[config.mk]
export PLATFORM = sky130hd
export DESIGN_NAME = dense_mm_sequencer
export DESIGN_NICKNAME = d
export VERILOG_FILES = /design/src/rtl/dense_mm_sequencer.sv
export SDC_FILE = /design/constraint.sdc
export NUM_CORES = 1
export LEC_CHECK = 0
export ABC_AREA = 1
export CAP_MARGIN = 20
export CELL_PAD_IN_SITES_DETAIL_PLACEMENT = 0
export CELL_PAD_IN_SITES_GLOBAL_PLACEMENT = 1
export CORE_MARGIN = 2
export CORE_UTILIZATION = 37
export DETAILED_ROUTE_END_ITERATION = 7
export GPL_TIMING_DRIVEN = 0
export PLACE_DENSITY_LB_ADDON = 0.15
export RECOVER_POWER = 25
export SYNTH_ARGS = -nofsm -noshare
export SYNTH_HDL_FRONTEND = slang
export SYNTH_SLANG_ARGS = --single-unit
[constraint.sdc]
create_clock -name clk -period 20.5 [get_ports clk]
set_input_delay 4.1 -clock clk [delete_from_list [all_inputs] [get_ports clk]]
set_output_delay 4.1 -clock clk [all_outputs]
set_load 0.01 [all_outputs]
[src/rtl/dense_mm_sequencer.sv]
// dense_mm_sequencer
//   Drives the dense-dense matrix-multiply engine for one job.
//   For each output row it reads row i of A, then all of B, from two
//   word-pair read memories. The pairs go to the engine through a 2-entry
//   skid FIFO that honours engine backpressure. The result pairs that come
//   back are written to a result memory, and done pulses once all N*N
//   results have been written.
//
// Ports
//   clk, rst            clock (rising edge), asynchronous active-high reset
//   start               begins a job when idle; ignored while a job runs
//   busy, done          job in progress / one-cycle completion pulse
//   a_rd_*, b_rd_*      pair-read ports, data valid one cycle after strobe
//   eng_in_*            valid/ready beat stream to the engine
//                       (lane 1 = even column, lane 2 = odd column)
//   eng_out_*           result pairs from the engine, no backpressure
//   res_we/addr/data    result pair write port, data = {eng_out2, eng_out1}
module dense_mm_sequencer #(
  parameter int N  = 560,
  parameter int DW = 32,
  parameter int RW = 64,
  parameter int AW = $clog2(N*N/2)
) (
  input  logic            clk,
  input  logic            rst,
  input  logic            start,
  output logic            busy,
  output logic            done,
  output logic            a_rd_en,
  output logic [AW-1:0]   a_rd_addr,
  input  logic [2*DW-1:0] a_rd_data,
  output logic            b_rd_en,
  output logic [AW-1:0]   b_rd_addr,
  input  logic [2*DW-1:0] b_rd_data,
  output logic            eng_in_valid,
  input  logic            eng_in_ready,
  output logic [DW-1:0]   eng_in_data1,
  output logic [DW-1:0]   eng_in_data2,
  output logic            eng_in_is_a,
  input  logic            eng_out_valid,
  input  logic [RW-1:0]   eng_out1,
  input  logic [RW-1:0]   eng_out2,
  output logic            res_we,
  output logic [AW-1:0]   res_addr,
  output logic [2*RW-1:0] res_data
);

  localparam int HALF  = N / 2;
  localparam int PAIRS = N * N / 2;
  localparam int ROW_W = $clog2(N);
  // One extra bit so the result counter can hold the terminal value PAIRS.
  localparam int CNT_W = AW + 1;

  typedef enum logic [2:0] {
    S_IDLE,
    S_LOAD_A,
    S_LOAD_B,
    S_DRAIN,
    S_DONE
  } state_t;

  typedef struct packed {
    logic            is_a;
    logic [2*DW-1:0] data;
  } beat_t;

  state_t           r_state;
  state_t           w_next;
  logic [ROW_W-1:0] r_row;
  logic [AW-1:0]    r_col;
  logic [AW-1:0]    r_a_addr;
  logic [AW-1:0]    r_b_addr;
  logic [CNT_W-1:0] r_res_cnt;

  beat_t            r_fifo [2];
  logic             r_wptr;
  logic             r_rptr;
  logic [1:0]       r_occ;
  logic             r_outst;
  logic             r_outst_is_a;

  logic             r_res_we;
  logic [AW-1:0]    r_res_addr;
  logic [2*RW-1:0]  r_res_data;

  logic             w_pop;
  logic             w_push;
  logic [1:0]       w_fill;
  logic             w_room;
  logic             w_last_a;
  logic             w_last_b;
  logic             w_last_row;
  logic             w_res_full;
  beat_t            w_head;

  // The FIFO pops when the engine accepts the head beat.
  assign w_pop  = (r_occ != 2'd0) && eng_in_ready;
  // The read issued last cycle returns now and is pushed.
  assign w_push = r_outst;
  // Occupancy left after this cycle's pop, plus the read in flight.
  // A new read is allowed only when that total stays below two, so the
  // returning data always has a FIFO slot waiting for it.
  assign w_fill = r_occ - {1'b0, w_pop} + {1'b0, r_outst};
  assign w_room = (w_fill < 2'd2);

  assign w_last_a   = (r_col == AW'(HALF - 1));
  assign w_last_b   = (r_b_addr == AW'(PAIRS - 1));
  assign w_last_row = (r_row == ROW_W'(N - 1));
  assign w_res_full = (r_res_cnt == CNT_W'(PAIRS));

  // -------------------------------------------------------------------------
  // FSM: state register
  // -------------------------------------------------------------------------
  always_ff @(posedge clk or posedge rst) begin
    if (rst) begin
      r_state <= S_IDLE;
    end else begin
      // NOTE: sequential state uses non-blocking assignments so every
      // register samples values from before the clock edge.
      r_state <= w_next;
    end
  end

  // -------------------------------------------------------------------------
  // FSM: next state and read strobes
  // -------------------------------------------------------------------------
  always_comb begin
    // NOTE: every signal gets a default first so no path leaves one
    // unassigned, which would infer a latch.
    w_next  = r_state;
    a_rd_en = 1'b0;
    b_rd_en = 1'b0;
    busy    = 1'b0;
    done    = 1'b0;
    unique case (r_state)
      S_IDLE: begin
        if (start) w_next = S_LOAD_A;
      end
      S_LOAD_A: begin
        busy    = 1'b1;
        a_rd_en = w_room;
        if (w_room && w_last_a) w_next = S_LOAD_B;
      end
      S_LOAD_B: begin
        busy    = 1'b1;
        b_rd_en = w_room;
        if (w_room && w_last_b) w_next = w_last_row ? S_DRAIN : S_LOAD_A;
      end
      S_DRAIN: begin
        busy = 1'b1;
        if (w_res_full && (r_occ == 2'd0) && !r_outst) w_next = S_DONE;
      end
      S_DONE: begin
        done   = 1'b1;
        w_next = S_IDLE;
      end
      default: w_next = S_IDLE;
    endcase
  end

  assign a_rd_addr = r_a_addr;
  assign b_rd_addr = r_b_addr;

  // -------------------------------------------------------------------------
  // Address and row counters
  // -------------------------------------------------------------------------
  always_ff @(posedge clk or posedge rst) begin
    if (rst) begin
      r_row    <= '0;
      r_col    <= '0;
      r_a_addr <= '0;
      r_b_addr <= '0;
    end else if ((r_state == S_IDLE) && start) begin
      // Start every job from a clean origin, whatever the last job left.
      r_row    <= '0;
      r_col    <= '0;
      r_a_addr <= '0;
      r_b_addr <= '0;
    end else begin
      if (a_rd_en) begin
        // A rows are contiguous, so the A address simply counts up across rows.
        r_a_addr <= r_a_addr + 1'b1;
        r_col    <= w_last_a ? '0 : r_col + 1'b1;
      end
      if (b_rd_en) begin
        r_b_addr <= w_last_b ? '0 : r_b_addr + 1'b1;
        if (w_last_b && !w_last_row) r_row <= r_row + 1'b1;
      end
    end
  end

  // -------------------------------------------------------------------------
  // Outstanding read tracking and 2-entry skid FIFO
  // -------------------------------------------------------------------------
  always_ff @(posedge clk or posedge rst) begin
    if (rst) begin
      r_outst      <= 1'b0;
      r_outst_is_a <= 1'b0;
      r_wptr       <= 1'b0;
      r_rptr       <= 1'b0;
      r_occ        <= 2'd0;
      // NOTE: the two storage entries are reset as well, because the head
      // entry drives the engine data outputs directly and those must read 0
      // while reset is asserted.
      r_fifo[0]    <= '0;
      r_fifo[1]    <= '0;
    end else begin
      r_outst      <= a_rd_en | b_rd_en;
      r_outst_is_a <= a_rd_en;
      if (w_push) begin
        r_fifo[r_wptr] <= '{is_a: r_outst_is_a,
                            data: r_outst_is_a ? a_rd_data : b_rd_data};
        r_wptr         <= ~r_wptr;
      end
      if (w_pop) r_rptr <= ~r_rptr;
      r_occ <= r_occ + {1'b0, w_push} - {1'b0, w_pop};
    end
  end

  assign w_head       = r_fifo[r_rptr];
  assign eng_in_valid = (r_occ != 2'd0);
  assign eng_in_is_a  = w_head.is_a;
  assign eng_in_data1 = w_head.data[DW-1:0];
  assign eng_in_data2 = w_head.data[2*DW-1:DW];

  // -------------------------------------------------------------------------
  // Result collection
  // -------------------------------------------------------------------------
  always_ff @(posedge clk or posedge rst) begin
    if (rst) begin
      r_res_cnt  <= '0;
      r_res_we   <= 1'b0;
      r_res_addr <= '0;
      r_res_data <= '0;
    end else begin
      r_res_we <= 1'b0;
      if ((r_state == S_IDLE) && start) begin
        r_res_cnt <= '0;
      end else if (busy && eng_out_valid && !w_res_full) begin
        // Results beyond the last pair, or outside a job, are dropped.
        r_res_we   <= 1'b1;
        r_res_addr <= r_res_cnt[AW-1:0];
        r_res_data <= {eng_out2, eng_out1};
        r_res_cnt  <= r_res_cnt + 1'b1;
      end
    end
  end

  assign res_we   = r_res_we;
  assign res_addr = r_res_addr;
  assign res_data = r_res_data;

endmodule

# ---- Word level (Yosys, flattened, before mapping)
# Cells that the tools add are included.
dict set report classes {
  n_addsub 9
  n_lt_le_gt_ge 4
  n_eq_ne 12
  mux 32
  n_bitwise 6
  n_reduce_logical 24
}
# operator count
set op_table {}
lappend op_table {{65-bit 2-to-1 mux} 4}
lappend op_table {{18-bit 2-to-1 mux} 8}
lappend op_table {{130-bit bitwise mux} 1}
lappend op_table {{65-bit demux with 1-bit select} 1}
lappend op_table {{64-bit 2-to-1 mux} 1}
lappend op_table {{18-bit by 1-bit adder with 18-bit output (second input constant)} 3}
lappend op_table {{19-bit 2-to-1 mux} 2}
lappend op_table {{10-bit 2-to-1 mux} 3}
lappend op_table {{19-bit by 1-bit adder with 19-bit output (second input constant)} 1}
lappend op_table {{19-bit by 18-bit equality test with 1-bit output (second input constant)} 1}
lappend op_table {{18-bit equality test (second input constant)} 1}
lappend op_table {{18-bit by 9-bit equality test with 1-bit output (second input constant)} 1}
lappend op_table {{3-bit 2-to-1 mux} 4}
lappend op_table {{3-bit one-hot mux with 4 select lines} 1}
lappend op_table {{10-bit by 1-bit adder with 10-bit output (second input constant)} 1}
lappend op_table {{10-bit equality test (second input constant)} 1}
lappend op_table {{1-bit logical AND} 10}
lappend op_table {{2-bit nonzero test} 5}
lappend op_table {{2-bit != test (second input constant)} 4}
lappend op_table {{3-bit by 2-bit equality test with 1-bit output (second input constant)} 2}
lappend op_table {{1-bit 2-to-1 mux} 6}
lappend op_table {{2-bit by 1-bit adder with 2-bit output} 2}
lappend op_table {{2-bit greater-or-equal comparator (second input constant)} 2}
lappend op_table {{1-bit NOT with 2-bit output} 2}
lappend op_table {{14 further kinds} 20}
dict set report totals {
  ff_bits 369
  inputBits 261
  output_inout_bits 253
}

# ---- Depth between registers and ports, before layout
# Gate-level depths: netlist (run 1).
dict set report logic_depth {
  depth_word 8
  mapped_depth 18
  mapped_depth_nobuf 18
}

# ---- Worst setup path before layout (run 1)
# OpenSTA, ideal clock, no wires.
dict set report synth_path {
  path_kind {in2out}
  from {input port eng_in_ready}
  to {output port a_rd_en}
  arrival_time_ps 5277
  t_required_ps 16400
  slack_ps 11123
  path_stages 12
  path_buffers 0
  cell_sequence {nand2_1 > inv_1 > ha_1 > inv_1 > ha_1 > inv_1 > nand2_1 > nand2_1 > nand2_1 > nand2_2 > nand2_2 > inv_1}
}
dict set report synth_between {
  elab_chain_len 5
}
# element line_no
set synth_lines {}
lappend synth_lines {{from (decl)} 36} ;# input logic eng_in_ready,
lappend synth_lines {{1-bit logical AND} 97} ;# assign w_pop = (r_occ != 2'd0) && eng_in_ready;
lappend synth_lines {{via w_pop} 86} ;# logic w_pop;
lappend synth_lines {{2-bit by 1-bit subtractor with 2-bit output} 103} ;# assign w_fill = r_occ - {1'b0, w_pop} + {1'b0, r_outst};
lappend synth_lines {{2-bit by 1-bit adder with 2-bit output} 103}
lappend synth_lines {{2-bit less-than comparator} 104} ;# assign w_room = (w_fill < 2'd2);
lappend synth_lines {{1-bit 2-to-1 mux} 135} ;# unique case (r_state)
lappend synth_lines {{to (decl)} 29} ;# output logic a_rd_en,
# The timed path passes the listed nets, and every way through them passes these cells.

# ---- Worst setup path in the final report (run 1)
# Same ends and word-level chain as after synthesis.

==> run metrics, run 1 <==
Max VDD drop=70.0 uV; HPWL Detailed=45,800 um; Post-synth top flop=dfrtp_1; Synth Cell Area=17,000 um^2; cells after synthesis=2,147; Startpoint Class=input pin; leakage=11.3 nW; height of the die=218 um; setup violators final=0; WHS=0.475 ns; Initial Util=0.375; Worst Path Required=16.40 ns; clk slew on worst S/H paths=0.05 ns; post-CTS setup buffer count=0; Async SR Flop Fraction=1.00; Hold-fix buffers, CTS=0; yosys warns=0; Post-DRT Antenna Nets=0; Ports=514; crit path DAT=6.82 ns; # rows=78; Core ar.=45,400 um^2; vias in the first global route=16,087; CTS tree=built; Hold Crit Class=reg -> reg; vias post-DR=16,754; Layout Skew=0.0145 ns; fmax=0.0916 GHz; WL/cell=18.6 um; count of buffers from port buffering=513; CTS sink count=369; drt via density=5.01; synthesis-to-finish area growth=43.5%; first-pass iteration count of the detailed router=5; Post-synth EDFFs=0; pins over their slew limit=161; Netlist cell types=38; CP endpoint kind=output pin; H-tree lvl count=2; die footprint=47,700 um^2; WL final=62,100 um; failing checks=capacitance limit, slew limit; Root Buffer=clkbuf_16; Worst-Margin Slew=4.43 ns; RePlAce Congestion=0.902; fin crit share=0.533; DRC=0; fraction of layout cells with a size suffix above 1=0.0486; headroom to the max-slew limit=-1.95; Max Cap Viol=2; WS Path Type=in -> out; Iter 0 DRT Violations=1,284; sequential share of the synthesized area=0.543; synthesized area per cell=7.92 um^2; Mapped Nets=2,416; count of final hold-check violations=0; global-route wire length before repair=93,500 um; Final min period=10.92 ns; status=finished, violations left; pin count of the biggest net entering global routing=112; Skew-Pair Late Insertion Delay=0.56 ns; Tot Pwr=3.56 mW; CTS Buf Count=43; Yosys reg bits=369; RSZ-0062 raised after global routing=no; setup TNS=0 ns; Post-CTS Resized=0; Final nets=2,977; width of the die=218 um; initial antenna violation count=12; total gr overflow=0; critical path fanouts, max=8; GRT Overall Usage=0.254; Longest Clk Path Bufs=3; ratio of total power to cell area=146 nW/um^2
## power breakdown
| part | switching (mW) | internal (mW) |
|---|---|---|
| sequential | 0.159 | 1.00 |
| clock | 0.307 | 0.469 |
| combinational | 0.912 | 0.714 |
## cell type report
class / instances / area (um^2)
Fill cell: 4385 / 21000
Timing Repair Buffer: 516 / 5190
Buffer: 104 / 479
Multi-Input combinational cell: 1572 / 6910
Clock inverter: 5 / 52.6
Inverter: 102 / 385
Clock buffer: 70 / 1380
Tap cell: 600 / 751
Sequential cell: 369 / 9230
Antenna cell: 7 / 17.5
## per-layer routing
metal | GRT usage | share of wire | up-vias
met3 | 0.0569 | 0.073 | 98
met1 | 0.337 | 0.42 | 8057
li1 | - | - | 8034
met4 | 0.0746 | 0.027 | 10
met2 | 0.415 | 0.48 | 555
met5 | 0 | 0.0011 | -
## stage by stage
step | utilization | setup WS, ns | std cells | cell area, um^2
6_report | 0.538 | 9.58 | 3345 | 24400
5_1_grt | 0.538 | 8.74 | 3342 | 24400
4_1_cts | 0.538 | 9.67 | 3338 | 24400
3_5_place_dp | 0.506 | 9.68 | 3263 | 23000
3_3_place_gp | 0.504 | 1.22 | 3260 | 22900
2_1_floorplan | - | 6.15 | 2147 | 17000
## synthesized netlist by cell type (4+ instances only)
library cell | count | area [um^2]
clkbuf_1 | 50 | 188
o22ai_1 | 6 | 37.5
nand2_1 | 906 | 3400
nand4_1 | 25 | 156
nand3_1 | 86 | 430
dfrtp_1 | 369 | 9230
inv_1 | 97 | 364
buf_6 | 4 | 45.0
o21a_1 | 6 | 45.0
a21oi_1 | 25 | 125
nand3b_1 | 7 | 52.6
nor2_1 | 230 | 863
inv_2 | 4 | 15.0
nor4_1 | 4 | 25.0
ha_1 | 8 | 100
buf_1 | 9 | 33.8
buf_2 | 38 | 190
a31oi_1 | 130 | 813
nand2_2 | 7 | 43.8
o21ai_0 | 56 | 280
o31ai_1 | 4 | 30.0
nor3_1 | 29 | 145
xor2_1 | 21 | 184
## final timing paths
check / depth (start not counted) / end / startpoint / slack, ns
max in group asynchronous: 3 / res_data[59] / rst / 10.14
worst min register to register: 2 / res_data[108] / res_data[108] / 0.48
min in group asynchronous: 2 / res_data[96] / rst / 5.04
worst max-delay path: 14 / a_rd_en / eng_in_ready / 9.58
worst min-delay path: 2 / res_data[108] / res_data[108] / 0.48
worst max register to register: 16 / r_col[8] / r_occ[1] / 17.75
## state kept, by name (all words and copies together), names as in the netlist
signal,cells
r_fifo,130
r_wptr,1
res_data,128
r_rptr,1
res_we,1
r_res_cnt,19
r_outst,1
b_rd_addr,18
r_row,10
a_rd_addr,18
r_state,3
r_outst_is_a,1
r_col,18
res_addr,18
r_occ,2
## logic make-up (layout without fill, tap and decap cells)
kind of cell,after synthesis,count (layout),share of synthesized area
AND/OR/NAND/NOR,1304,1304,0.306
adder cells (fa/ha/maj),8,8,0.00589
other,0,7,0
flip-flops,369,369,0.543
XOR/XNOR,24,24,0.0124
AO/OA/AOI/OAI,236,236,0.0822
buffers and inverters,206,797,0.0508
## critical path: stages
cell             delay, ns
dlygate4sd3_1         0.53
nand2_1               0.14
inv_1                 0.06
ha_1                  0.26
inv_1                 0.04
ha_1                  0.18
inv_1                 0.05
nand2_1               0.05
nand2_1               0.06
nand2_1               0.05
nand2_2               0.15
nand2_2               0.17
inv_1                 0.34
clkdlybuf4s50_1       0.62
## layout by cell type (no fill, tap or decap), drive strengths merged, types with 25 or more instances in the layout
master and instances:
inv 100, a31oi 130, dfrtp 369, clkbuf 121, nand4 25, buf 56, a21oi 25, clkdlybuf4s50 447
nand2 914, nor3 30, dlygate4sd3 66, nor2 233, nand3 86, o21ai 57
Note: power is estimated with default switching activity, not from simulation.
==> run 2, diff against run 1 <==
--- a/config.mk
+++ b/config.mk
@@ -10,7 +10,7 @@
 export CELL_PAD_IN_SITES_DETAIL_PLACEMENT = 0
 export CELL_PAD_IN_SITES_GLOBAL_PLACEMENT = 1
 export CORE_MARGIN = 2
-export CORE_UTILIZATION = 37
+export CORE_UTILIZATION = 31
 export DETAILED_ROUTE_END_ITERATION = 7
 export GPL_TIMING_DRIVEN = 0
 export PLACE_DENSITY_LB_ADDON = 0.15
==> constraint.sdc (replaced) <==
create_clock -name clk -period 9.7 [get_ports clk]
set_input_delay 1.94 -clock clk [delete_from_list [all_inputs] [get_ports clk]]
set_output_delay 1.94 -clock clk [all_outputs]
set_load 0.01 [all_outputs]
==> run metrics, run 2 (same netlist as run 1, synthesis figures left out) <==
WL met3=4130 um (-9.3%); synthesis-to-finish area growth=44.9%; FF-to-FF path depth=16 (unchanged); hold path cells=2 (unchanged); fraction of layout cells with a size suffix above 1=0.0513 (+0.00270); setup violators final=0 (unchanged); Final min period=6.55 ns; Hold Crit Class=reg -> reg; buffers and inverters on the worst path=6 (unchanged); setup slack, reg-to-reg=6.91 ns (-10.84 ns); DP Worst Slack=3.20 ns (-6.48 ns); WL final=65,300 um (+5.2%); crit-path max cell delay=0.60 ns (-0.02 ns); Final Util=0.456 (-0.0817); Core ar.=54,000 um^2 (+19%); Largest Register=r_fifo; critical path's slowest cell=clkdlybuf4s50_1; Skew-Pair Late Insertion Delay=0.57 ns (about the same); setup TNS=0 ns (unchanged); first-pass iteration count of the detailed router=5 (unchanged); pin count of the biggest net entering global routing=43 (-62%); headroom to the max-slew limit=-0.550 (+1.40); reg2reg start=r_occ[1]; die footprint=56,800 um^2 (+19%); Layout Skew=0.0207 ns (+0.00622 ns); fmax=0.153 GHz; DRC=0 (unchanged); CTS sink count=369 (unchanged); hold_sp=res_data[5]; wire length on met1=27,700 um (+6.8%); Initial Util=0.315 (-0.0600); met2 wire len=32,000 um (+7.3%); Final Non-Filler Cells=3,454 (+3.3%); DR top layer=met5; initial antenna violation count=8 (-4); Fillers=5,435 (+24%); leakage=11.3 nW (+0.45%); vias post-DR=16,598 (-0.93%); WHS=0.477 ns (+0.00199 ns); GRT Overall Usage=0.226 (-0.0278); min setup slack post-route=3.15 ns (-6.43 ns); Crit path top cell by count=inv_1; CP endpoint kind=output pin; count of final hold-check violations=0 (unchanged); height of the die=238 um (+9.1%); Ports=514 (unchanged); Max VDD drop=144 uV (+110%); CTS tree=built; clk slew on worst S/H paths=0.06 ns (about the same); status=finished, violations left; CTS Buf Count=45 (+4.7%); width of the die=238 um (+9.1%); post-CTS setup buffer count=0 (unchanged); max reg flops=130 (unchanged); critical path fanouts, max=8 (unchanged); commonest non-fill, non-tap cell in the layout=nand2_1; pins over their slew limit=104 (-35%); Startpoint Class=input pin; register area=9230 um^2 (unchanged); RePlAce Congestion=0.873 (-3.3%); # rows=85 (+9.0%); failing checks=capacitance limit, slew limit; HPWL Detailed=48,900 um (+6.6%); design area=24,600 um^2 (+0.96%); R2R Path End=r_col[8]; vias in the first global route=16,473 (+2.4%); placed cell count=3,366 (+3.2%); most frequent cells in the layout=906 x nand2_1, 462 x clkdlybuf4s50_1, 369 x dfrtp_1; Root Buffer=clkbuf_16; Worst-Margin Slew=2.33 ns (-2.10 ns); Tot Pwr=7.58 mW (+110%); Post-DRT Antenna Nets=0 (unchanged); hold worst-path end=res_data[5]; cells along the critical path=dlygate4sd3_1, nand2_1, inv_1, ha_1, inv_1, ha_1, inv_1, nand2_1, nand3b_1, nand2_2, nand2_2, inv_1, clkdlybuf4s50_1; CP delay by family, top=buffers and inverters; Longest Clk Path Bufs=3 (unchanged); Post-CTS Resized=0 (unchanged); crit path DAT=4.61 ns (-2.21 ns); Max Cap Viol=3 (+1); total gr overflow=0 (unchanged); Worst Path Required=7.76 ns (-8.64 ns); drt via density=4.81 (-4.1%); Hold-fix buffers, CTS=0 (unchanged); WS Path Type=in -> out; WL/cell=18.9 um (+1.9%); RSZ-0062 raised after global routing=no; ratio of total power to cell area=308 nW/um^2 (+110%); multi-input logic area=6910 um^2 (unchanged); dpl cell area=23,200 um^2 (+1.0%); Iter 0 DRT Violations=927 (-28%); fin crit share=0.675; H-tree lvl count=2 (unchanged); count of buffers from port buffering=513 (unchanged); global-route wire length before repair=98,800 um (+5.7%); Final nets=2,986 (+0.30%)
run 2: changes by cell type in the layout (fill, tap and decap cells not counted), sizes merged:
| cell | before | now |
|---|---|---|
| clkdlybuf4s50 | 447 | 462 |
| bufinv | 1 | 3 |
| diode | 7 | 8 |
| clkinv | 4 | 12 |
| inv | 100 | 101 |
| buf | 56 | 61 |
| dlygate4sd3 | 66 | 51 |
| clkbuf | 121 | 117 |
run 2: final cells by class:
type / count / area share
sequential: 369 / 0.375
multi-input combinational: 1572 / 0.280
timing repair buffer: 523 / 0.215
clock buffer: 64 / 0.0524
tap: 696 / 0.0353
buffer: 104 / 0.0195
inverter: 102 / 0.0156
clock inverter: 16 / 0.00655
antenna: 8 / 0.000813
run 2: how the worst max path moves through the flow:
stage,from,endpoint,slack [ns],depth (start not counted)
floorplan,rst,a_rd_addr[0],2.81,1
global placement,rst,res_data[21],-0.15,2
detailed placement,eng_in_ready,a_rd_en,3.20,14
CTS,eng_in_ready,a_rd_en,3.20,14
global route,eng_in_ready,a_rd_en,2.90,13
finish,eng_in_ready,a_rd_en,3.15,13
run 2: worst reg2reg max path, cell delays in order, from the launching register on:
cell and delay (ns):
dfrtp_1 0.38, or2_2 0.33, nand2_1 0.17, inv_1 0.06, ha_1 0.27, inv_1 0.04
ha_1 0.18, inv_1 0.06, nand2_1 0.06, nand3b_1 0.11, nand2_2 0.13, nand2_2 0.18
nand2_2 0.08, buf_6 0.15, nand2_1 0.24, o21ai_0 0.14, a21oi_1 0.13
run 2: metal layers:
metal | global-route usage | vias to the layer above
met5 | 0 | -
met1 | 0.296 | 8000
met4 | 0.0686 | 2
li1 | - | 8068
met2 | 0.377 | 445
met3 | 0.0459 | 83
run 2: report_power, final:
group	total (mW)	internal [mW]	switching, mW
registers	2.45	2.11	0.340
clock network	1.68	1.00	0.676
logic	3.45	1.51	1.93
total	7.58	4.63	2.95
==> run 3, diff against run 2 <==
==> constraint.sdc (replaced) <==
create_clock -name clk -period 5.5 [get_ports clk]
set_input_delay 1.1 -clock clk [delete_from_list [all_inputs] [get_ports clk]]
set_output_delay 1.1 -clock clk [all_outputs]
set_load 0.01 [all_outputs]
==> run metrics, run 3 (same netlist as run 1, synthesis figures left out) <==
Largest Register=r_fifo; total gr overflow=0 (unchanged); max reg flops=130 (unchanged); RSZ-0062 raised after global routing=no; Iter 0 DRT Violations=1,002 (+8.1%); HPWL Detailed=48,900 um (unchanged); vias in the first global route=16,473 (unchanged); headroom to the max-slew limit=-0.368 (+0.182); hold path cells=2 (unchanged); hold worst-path end=res_data[5]; Final min period=4.86 ns; Worst Path Required=4.40 ns (-3.36 ns); Hold-fix buffers, CTS=0 (unchanged); Final nets=2,986 (unchanged); GRT Overall Usage=0.226 (unchanged); Post-DRT Antenna Nets=0 (unchanged); width of the die=238 um (unchanged); die footprint=56,800 um^2 (unchanged); fin crit share=0.884; Fillers=5,441 (+0.11%); Core ar.=54,000 um^2 (unchanged); sw power=5.19 mW (+76%); count of buffers from port buffering=513 (unchanged); FF-to-FF path depth=16 (unchanged); WL final=65,300 um (about the same); initial antenna violation count=7 (-1); crit-path max cell delay=0.60 ns (about the same); CP endpoint kind=output pin; Layout Skew=0.0211 ns (+0.000424 ns); Crit path top cell by count=inv_1; count of final hold-check violations=0 (unchanged); fmax=0.206 GHz; dpl cell area=23,200 um^2 (unchanged); Initial Util=0.315 (unchanged); critical path fanouts, max=8 (unchanged); reg2reg start=r_occ[1]; Skew-Pair Late Insertion Delay=0.57 ns (about the same); H-tree lvl count=2 (unchanged); setup slack, reg-to-reg=2.71 ns (-4.20 ns); Max VDD drop=254 uV (+76%); clk slew on worst S/H paths=0.06 ns (about the same); commonest non-fill, non-tap cell in the layout=nand2_1; status=finished, violations left; synthesis-to-finish area growth=44.4%; Max Cap Viol=3 (unchanged); post-CTS setup buffer count=0 (unchanged); buffers and inverters on the worst path=6 (unchanged); Longest Clk Path Bufs=3 (unchanged); combinational share of power=0.455 (about the same); Root Buffer=clkbuf_16; switching part of the total=0.389 (about the same); leakage=11.3 nW (-0.37%); RePlAce Congestion=0.873 (unchanged); design area=24,600 um^2 (-0.33%); hold_sp=res_data[5]; Final Non-Filler Cells=3,452 (-0.058%); CTS sink count=369 (unchanged); vias post-DR=16,586 (-0.072%); Ports=514 (unchanged); first-pass iteration count of the detailed router=5 (unchanged); most frequent cells in the layout=906 x nand2_1, 511 x clkdlybuf4s50_1, 369 x dfrtp_1; CTS tree=built; CTS Buf Count=45 (unchanged); fraction of layout cells with a size suffix above 1=0.0505 (-0.000727); internal power=8.16 mW (+76%); height of the die=238 um (unchanged); crit path DAT=3.76 ns (-0.85 ns); WL/cell=18.9 um (about the same); global-route wire length before repair=98,800 um (unchanged); pin count of the biggest net entering global routing=43 (unchanged); failing checks=capacitance limit, slew limit; cells along the critical path=dlygate4sd3_1, nand2_1, inv_1, ha_1, inv_1, ha_1, inv_1, nand2_1, nand3b_1, nand2_2, nand2_2, inv_1, clkdlybuf4s50_1; Worst-Margin Slew=2.05 ns (-0.274 ns); CP delay by family, top=buffers and inverters; # rows=85 (unchanged); ratio of total power to cell area=544 nW/um^2 (+77%); clock power share=0.221 (about the same); critical path's slowest cell=clkdlybuf4s50_1; DRC=0 (unchanged); Startpoint Class=input pin; Post-CTS Resized=0 (unchanged); setup violators final=0 (unchanged); R2R Path End=r_col[8]; WS Path Type=in -> out; Hold Crit Class=reg -> reg; Reg power frac=0.324 (about the same); drt via density=4.80 (about the same); placed cell count=3,366 (unchanged); pins over their slew limit=109 (+4.8%)
-- run 3: changes by cell type in the layout (fill, tap and decap cells not counted) --
cell             change
inv_2                -1
clkdlybuf4s50_1     +49
inv_1                +1
buf_2                -1
buf_12               -5
dlygate4sd3_1       -49
diode_2              -2
clkbuf_1             +1
clkbuf_2             +5
-- run 3: cell type report --
class                      instances  area [um^2]  area share
timing repair buffer             523         5210       0.212
sequential                       369         9230       0.376
antenna                            6         15.0    0.000611
tap                              696          871      0.0355
multi-input combinational       1572         6910       0.281
inverter                         102          385      0.0157
buffer                           104          478      0.0195
clock inverter                    16          161     0.00657
clock buffer                      64         1290      0.0525
-- run 3: layer usage --
layer  global-route usage  up-vias  wire, um
li1                     -     8070         -
met1                0.296     7977     27700
met2                0.377      457     32100
met3               0.0459       80      4040
met4               0.0686        2      1460
met5                    0        -        10
-- run 3: power by group through the flow --
stage                     combinational [mW]  sequential (mW)  clock (mW)
after CTS                               6.18             4.32        3.04
after detailed placement                6.16             4.35           0
final                                   6.08             4.32        2.96
after global routing                    6.69             4.46        3.15
after floorplan                         2.78             4.49           0
after global placement                  6.10             4.32           0
-- run 3: how the worst max path moves through the flow --
stage / depth (start not counted) / endpoint / startpoint / slack [ns]
after detailed placement: 14 / a_rd_en / eng_in_ready / 0.68
after CTS: 14 / a_rd_en / eng_in_ready / 0.68
after global placement: 2 / res_data[21] / rst / -3.51
after floorplan: 1 / a_rd_addr[0] / rst / -0.55
after global routing: 5 / res_data[48] / rst / 0.29
final: 13 / a_rd_en / eng_in_ready / 0.64
-- run 3: worst min-delay path, delay by kind of cell, from the launching register on --
kind / cells / cell delay, ns
flip-flops: 1 / 0.34
AND/OR/NAND/NOR: 2 / 0.10
-- run 3: stage by stage --
stage / hold slack [ns] / TNS [ns] / total power [mW] / utilization / setup WS [ns]
finish: 0.477 / 0 / 13.4 / 0.455 / 0.635
global route: 0.497 / 0 / 14.3 / 0.454 / 0.292
CTS: 0.480 / 0 / 13.5 / 0.457 / 0.676
detailed placement: 0.464 / 0 / 10.5 / 0.430 / 0.676
global placement: 0.462 / -1280.10 / 10.4 / 0.426 / -3.51
floorplan: 0.453 / -203.75 / 7.26 / - / -0.552
